$ cat src/rtl/lookup_table_param_if.sv
// Bus bundle for lookup_table_param: write port, read port, reload request
// and the registered read/status outputs.
interface lookup_table_param_if #(
  parameter int DATA_W = 4,
  parameter int ADDR_W = 4
) ();
  logic              reload;
  logic              we;
  logic [ADDR_W-1:0] waddr;
  logic [DATA_W-1:0] wdata;
  logic              re;
  logic [ADDR_W-1:0] raddr;
  logic [DATA_W-1:0] dout;
  logic              dout_valid;
  logic              busy;

  modport master (
    output reload, we, waddr, wdata, re, raddr,
    input  dout, dout_valid, busy
  );

  modport slave (
    input  reload, we, waddr, wdata, re, raddr,
    output dout, dout_valid, busy
  );
endinterface

$ cat src/rtl/lookup_table_param.sv
// Parametrised rewritable lookup table with a registered read port,
// write-first same-address bypass and a hardware default-content loader.
module lookup_table_param #(
  parameter int DATA_W = 4,
  parameter int ADDR_W = 4
) (
  input  logic                 clk,
  input  logic                 rst,
  lookup_table_param_if.slave  bus
);
  localparam int DEPTH = 2 ** ADDR_W;

  localparam logic INIT  = 1'b0;
  localparam logic READY = 1'b1;

  logic              state;
  logic [ADDR_W-1:0] idx;
  logic [DATA_W-1:0] mem [DEPTH];
  logic [DATA_W-1:0] dout_q;
  logic              dout_valid_q;

  logic              mem_we;
  logic [ADDR_W-1:0] mem_addr;
  logic [DATA_W-1:0] mem_data;
  logic [ADDR_W-1:0] idx_inv;
  logic              accept;

  // DEPTH-1-idx is the bitwise inverse of idx within ADDR_W bits.
  assign idx_inv = ~idx;
  assign accept  = (state == READY) && !bus.reload;

  // Single memory write port shared by the loader and the user write path.
  always_comb begin
    mem_we   = 1'b0;
    mem_addr = bus.waddr;
    mem_data = bus.wdata;
    if (state == INIT) begin
      mem_we   = 1'b1;
      mem_addr = idx;
      mem_data = DATA_W'(idx_inv);
    end else if (accept && bus.we) begin
      mem_we = 1'b1;
    end
  end

  always_ff @(posedge clk) begin
    if (mem_we) begin
      mem[mem_addr] <= mem_data;
    end
  end

  always_ff @(posedge clk or posedge rst) begin
    if (rst) begin
      state        <= INIT;
      idx          <= '0;
      dout_q       <= '0;
      dout_valid_q <= 1'b0;
    end else begin
      dout_valid_q <= 1'b0;
      if (state == INIT) begin
        // idx wraps back to zero on the final entry.
        idx <= idx + 1'b1;
        if (idx == '1) begin
          state <= READY;
        end
      end else if (bus.reload) begin
        state <= INIT;
        idx   <= '0;
      end else if (bus.re) begin
        dout_valid_q <= 1'b1;
        if (bus.we && (bus.waddr == bus.raddr)) begin
          dout_q <= bus.wdata;
        end else begin
          dout_q <= mem[bus.raddr];
        end
      end
    end
  end

  assign bus.dout       = dout_q;
  assign bus.dout_valid = dout_valid_q;
  assign bus.busy       = (state == INIT);
endmodule

$ cat src/flat_wrapper.sv
// flat-port wrapper written by rule: the top's interface ports become plain ports
module lookup_table_param_flat 
#(
  parameter int DATA_W = 4,
  parameter int ADDR_W = 4
)
  (clk, rst, bus_reload, bus_we, bus_waddr, bus_wdata, bus_re, bus_raddr, bus_dout, bus_dout_valid, bus_busy);
  lookup_table_param_if #(.DATA_W(DATA_W), .ADDR_W(ADDR_W)) bus_i ();
  input  logic clk;
  input  logic rst;
  input wire logic [$bits(bus_i.reload)-1:0] bus_reload;
  input wire logic [$bits(bus_i.we)-1:0] bus_we;
  input wire logic [$bits(bus_i.waddr)-1:0] bus_waddr;
  input wire logic [$bits(bus_i.wdata)-1:0] bus_wdata;
  input wire logic [$bits(bus_i.re)-1:0] bus_re;
  input wire logic [$bits(bus_i.raddr)-1:0] bus_raddr;
  output wire logic [$bits(bus_i.dout)-1:0] bus_dout;
  output wire logic [$bits(bus_i.dout_valid)-1:0] bus_dout_valid;
  output wire logic [$bits(bus_i.busy)-1:0] bus_busy;
  assign bus_i.reload = bus_reload;
  assign bus_i.we = bus_we;
  assign bus_i.waddr = bus_waddr;
  assign bus_i.wdata = bus_wdata;
  assign bus_i.re = bus_re;
  assign bus_i.raddr = bus_raddr;
  assign bus_dout = bus_i.dout;
  assign bus_dout_valid = bus_i.dout_valid;
  assign bus_busy = bus_i.busy;
  lookup_table_param #(.DATA_W(DATA_W), .ADDR_W(ADDR_W)) u_core (.clk(clk), .rst(rst), .bus(bus_i));
endmodule
$ cat config.mk
export PLATFORM = sky130hd
export DESIGN_NAME = lookup_table_param_flat
export DESIGN_NICKNAME = d
export VERILOG_FILES = /design/src/rtl/lookup_table_param_if.sv /design/src/rtl/lookup_table_param.sv /design/src/flat_wrapper.sv
export SDC_FILE = /design/constraint.sdc
export NUM_CORES = 1
export LEC_CHECK = 0
export CAP_MARGIN = 25
export CORE_ASPECT_RATIO = 0.75
export CORE_MARGIN = 8
export CORE_UTILIZATION = 25
export DETAILED_ROUTE_END_ITERATION = 8
export PLACE_DENSITY = 0.45
export SLEW_MARGIN = 0
export SYNTH_ARGS = -nofsm -noshare
export SYNTH_HDL_FRONTEND = slang
export SYNTH_SLANG_ARGS = --single-unit
$ cat constraint.sdc
create_clock -name clk -period 5.47 [get_ports clk]
set_clock_uncertainty 0.05 [all_clocks]
set_input_delay 0.547 -clock clk [delete_from_list [all_inputs] [get_ports clk]]
set_output_delay 0.547 -clock clk [all_outputs]
set_load 0.05 [all_outputs]
==> results summary <==
Data on the critical path arrives at its endpoint at 2270 ps. Summed over all instances, the cell type with the most area after synthesis is edfxtp_1. The most used flip-flop cell after synthesis is edfxtp_1. The floorplan die width came out at 148 um. The clock sink count is 74. The clock tree buffer depth came out at 2. The antenna cell count came out at 0. The floorplan step set the die height to 115 um. The routed wire length came out at 7320 um. The DRC violation count after routing came out at 0. The number of different library cells in the post-synthesis netlist is 41. The number of nets still failing antenna checks after routing is 0. CTS placed an instance of clkbuf_16 at the clock tree root. The number of max-cap violations is 0. The utilization of the core after routing came out at 31.3%.

The highest fanout seen on the critical path came out at 27. The DRC marker count from the first detailed-route iteration is 150. The max-slew headroom at the worst pin is 40.0%. The clock latency on the worst-skew pair is 340 ps. The final net count is 258.

The pin count of the biggest net entering global routing came out at 28. The via count of the first global-routing pass is 1,875. The startpoint identified for the worst register-to-register timing path is u_core.state$_DFF_PP0_. The maximum ir drop on the vdd rail is 0.236 mV. The final global-route overflow total came out at 0. The area of the core region is 12,800 um^2. The H-tree generated during clock tree synthesis spans 3 levels. The destination of the worst register-to-register timing path is u_core.mem[10][1]$_DFFE_PP_. Once the clock tree was built, the setup fixing pass inserted 0 buffers. The count of mapped cells out of synthesis is 213. Buffers inserted during clock tree synthesis total 9.

After clock tree synthesis, the clock-pin slew on the worst setup and hold paths is 60 ps. The post-route standard cell area excluding fillers is 4020 um^2. By startpoint and endpoint, the worst setup path is classified as register to output port. The setup check on the worst reg-to-reg path leaves a slack of 2720 ps. The pre-antenna-repair detailed-routing pass consisted of 4 iterations. Ranked by total cell area, the synthesized netlist is headed by edfxtp_1 59%, mux4_2 11%, dfrtp_1 7.7%, nor2_1 2.5%, o21ai_0 2.3%. The met3 global-route usage came out at 3.19%. The required time at the worst-slack endpoint is 4870 ps. The I/O pin count is 23. Once the floorplan was initialized, standard cells occupied 25.3% of the core. The filler cells instantiated in the layout total 1,243.

TritonCTS built the clock tree. The pin slew with the least headroom to its limit is 898 ps. The count of instances resized after the clock tree is built came out at 0. The highest clock rate came out at 349 MHz. The final number of hold-violating endpoints came out at 0. From synthesis to final layout, the design area changed by 23.6%. The total negative slack for setup checks came out at 0 ps.

Global routing used 12.8% of the available met1 tracks. The total vias in the final route came out at 1,839. STA classifies the critical path startpoint as a register. Setup repair after global routing left no endpoint under its margin. Buffers inserted to repair hold after CTS numbered 0.

The fraction of registers with async set or reset after synthesis came out at 13.5%. The smallest clock period supported by the final layout is computed as 2860 ps. After synthesis the netlist holds a flip-flop and latch count of 74. The placed instance area came out at 3660 um^2. Synthesis produced a netlist with a net count of 231.

The detail-routed net length per standard cell came out at 17.6 um. The area of combinational cells with multiple inputs came out at 988 um^2. The number of antenna violations at the first check in global routing was 0. The number of enable flip-flop cells after synthesis is 64.

Dividing total power by cell area gives a power density of 567 nW/um^2. The capturing element type of the critical path is an output port. The leakage component of the power is 0.00135 uW. The run finished with clean final reports.

In this run the tool buffered the top-level ports with 22 buffer cells. The total count of max-transition violations in the final report came out at 0. The weighted congestion at the end of routability-driven global placement came out at 0.727. In the final layout, flip-flops and latches occupy 2170 um^2. The number of cells on the worst reg-to-reg path came out at 5.

The most used routing layer in global routing is met2. The global-route wire length before repair is 11,400 um. The cell area after synthesis came out at 3250 um^2.

The ratio of cells with drive above 1 in the final layout came out at 16.7%. The top cell type's share of synthesized area came out at 59.1%. Each instance of the synthesized netlist takes up on average 15.3 um^2.

The number of cell rows came out at 36. The sequential element share of the synthesized area came out at 66.8%. The final count of negative-setup-slack endpoints is 0. The part of the cycle the worst path needs came out at 52.3%. Global routing consumed, over all layers together, 9.24% of the routing resources.

The detailed-placement wirelength estimate is 5280 um. The class of the tightest hold or removal check is input pin to async pin. The overall die area came out at 16,900 um^2. The via density per instance is 4.42. Yosys printed 0 warnings. In the global route stage, met2 resource usage came out at 13.0%.
[where the power goes]
group          switching, uW  internal [uW]  total [uW]
Combinational            406            214         620
Clock                    222            489         711
Sequential              82.1            863         945
[critical path: stages (launching register included)]
cell and delay (ps):
dfrtp_1 890, inv_2 260, clkdlybuf4s50_1 770
[how the worst max path moves through the flow]
stage / startpoint / cells after the start / end / slack [ps]
2_1_floorplan: u_core.state$_DFF_PP0_ / 6 / u_core.bus.dout[0]$_DFFE_PP0P_ / 3500
3_3_place_gp: bus_raddr[2] / 6 / u_core.bus.dout[2]$_DFFE_PP0P_ / 2540
3_5_place_dp: bus_raddr[2] / 6 / u_core.bus.dout[3]$_DFFE_PP0P_ / 2530
4_1_cts: u_core.state$_DFF_PP0_ / 2 / bus_busy / 2590
5_1_grt: u_core.state$_DFF_PP0_ / 2 / bus_busy / 2510
6_report: u_core.state$_DFF_PP0_ / 2 / bus_busy / 2610
[final cells by class]
class,count,area share [%]
multi-input combinational,121,24.6
clock inverter,6,3.21
tap,171,5.33
clock buffer,10,5.70
timing repair buffer,27,6.42
sequential,74,54.1
inverter,7,0.654
[through the flow]
step                      cells  hold WS (ps)  total power (uW)  setup slack [ps]
after floorplan             213           337              1340              3500
after global placement      400           521              1590              2540
after detailed placement    400           523              1590              2530
after CTS                   416           468              2300              2590
after global routing        416           508              2390              2510
final                       416           467              2280              2610
[layer usage]
metal  wire (um)  part of all wire, %
met1        3660                   50
met2        3170                   43
met3         401                  5.5
met4          91                  1.2
met5           0                    0
[logic make-up (layout without fill, tap and decap cells)]
group	count (synthesis)	count (layout)	share of synthesized area [%]
AOI/OAI and AO/OA	38	38	8.12
xor gates and xnor gates	2	2	0.770
adders and majority gates	1	1	0.385
buffers and inverters	18	50	2.77
DFF	74	74	66.8
muxes	23	23	13.4
and+or+nand+nor	57	57	7.74
[cells in the final DEF (no fill, tap or decap), types with 2 or more instances in the layout]
cell type and n:
a21oi_1 2, mux4_2 16, a211oi_1 2, buf_4 5, and3_1 2, nor2b_1 2
nand2_1 17, mux2i_1 6, o22ai_1 2, o31a_1 2, a31o_1 2, o21ai_0 11
clkbuf_16 9, o21ai_1 4, inv_1 6, or3_1 2, a211o_1 2, nor3_1 5
clkdlybuf4s50_1 22, nor2_1 22, dfrtp_1 10, edfxtp_1 64, a31oi_1 3, bufinv_16 4
and2_1 2, nand2b_1 3
[synthesized netlist by cell type, types with 3 or more instances]
cell / count
a31oi_1: 3
clkbuf_1: 5
dfrtp_1: 10
edfxtp_1: 64
inv_1: 6
mux2i_1: 6
mux4_2: 16
nand2_1: 17
nand2b_1: 3
nor2_1: 22
nor3_1: 5
o21ai_0: 15
[registers in the layout, indices dropped and copies added (netlist names)]
name / cells
u_core.bus.dout: 4
u_core.state: 1
u_core.idx: 4
u_core.mem: 64
u_core.bus.dout_valid: 1
(Power assumes the default switching activity.)
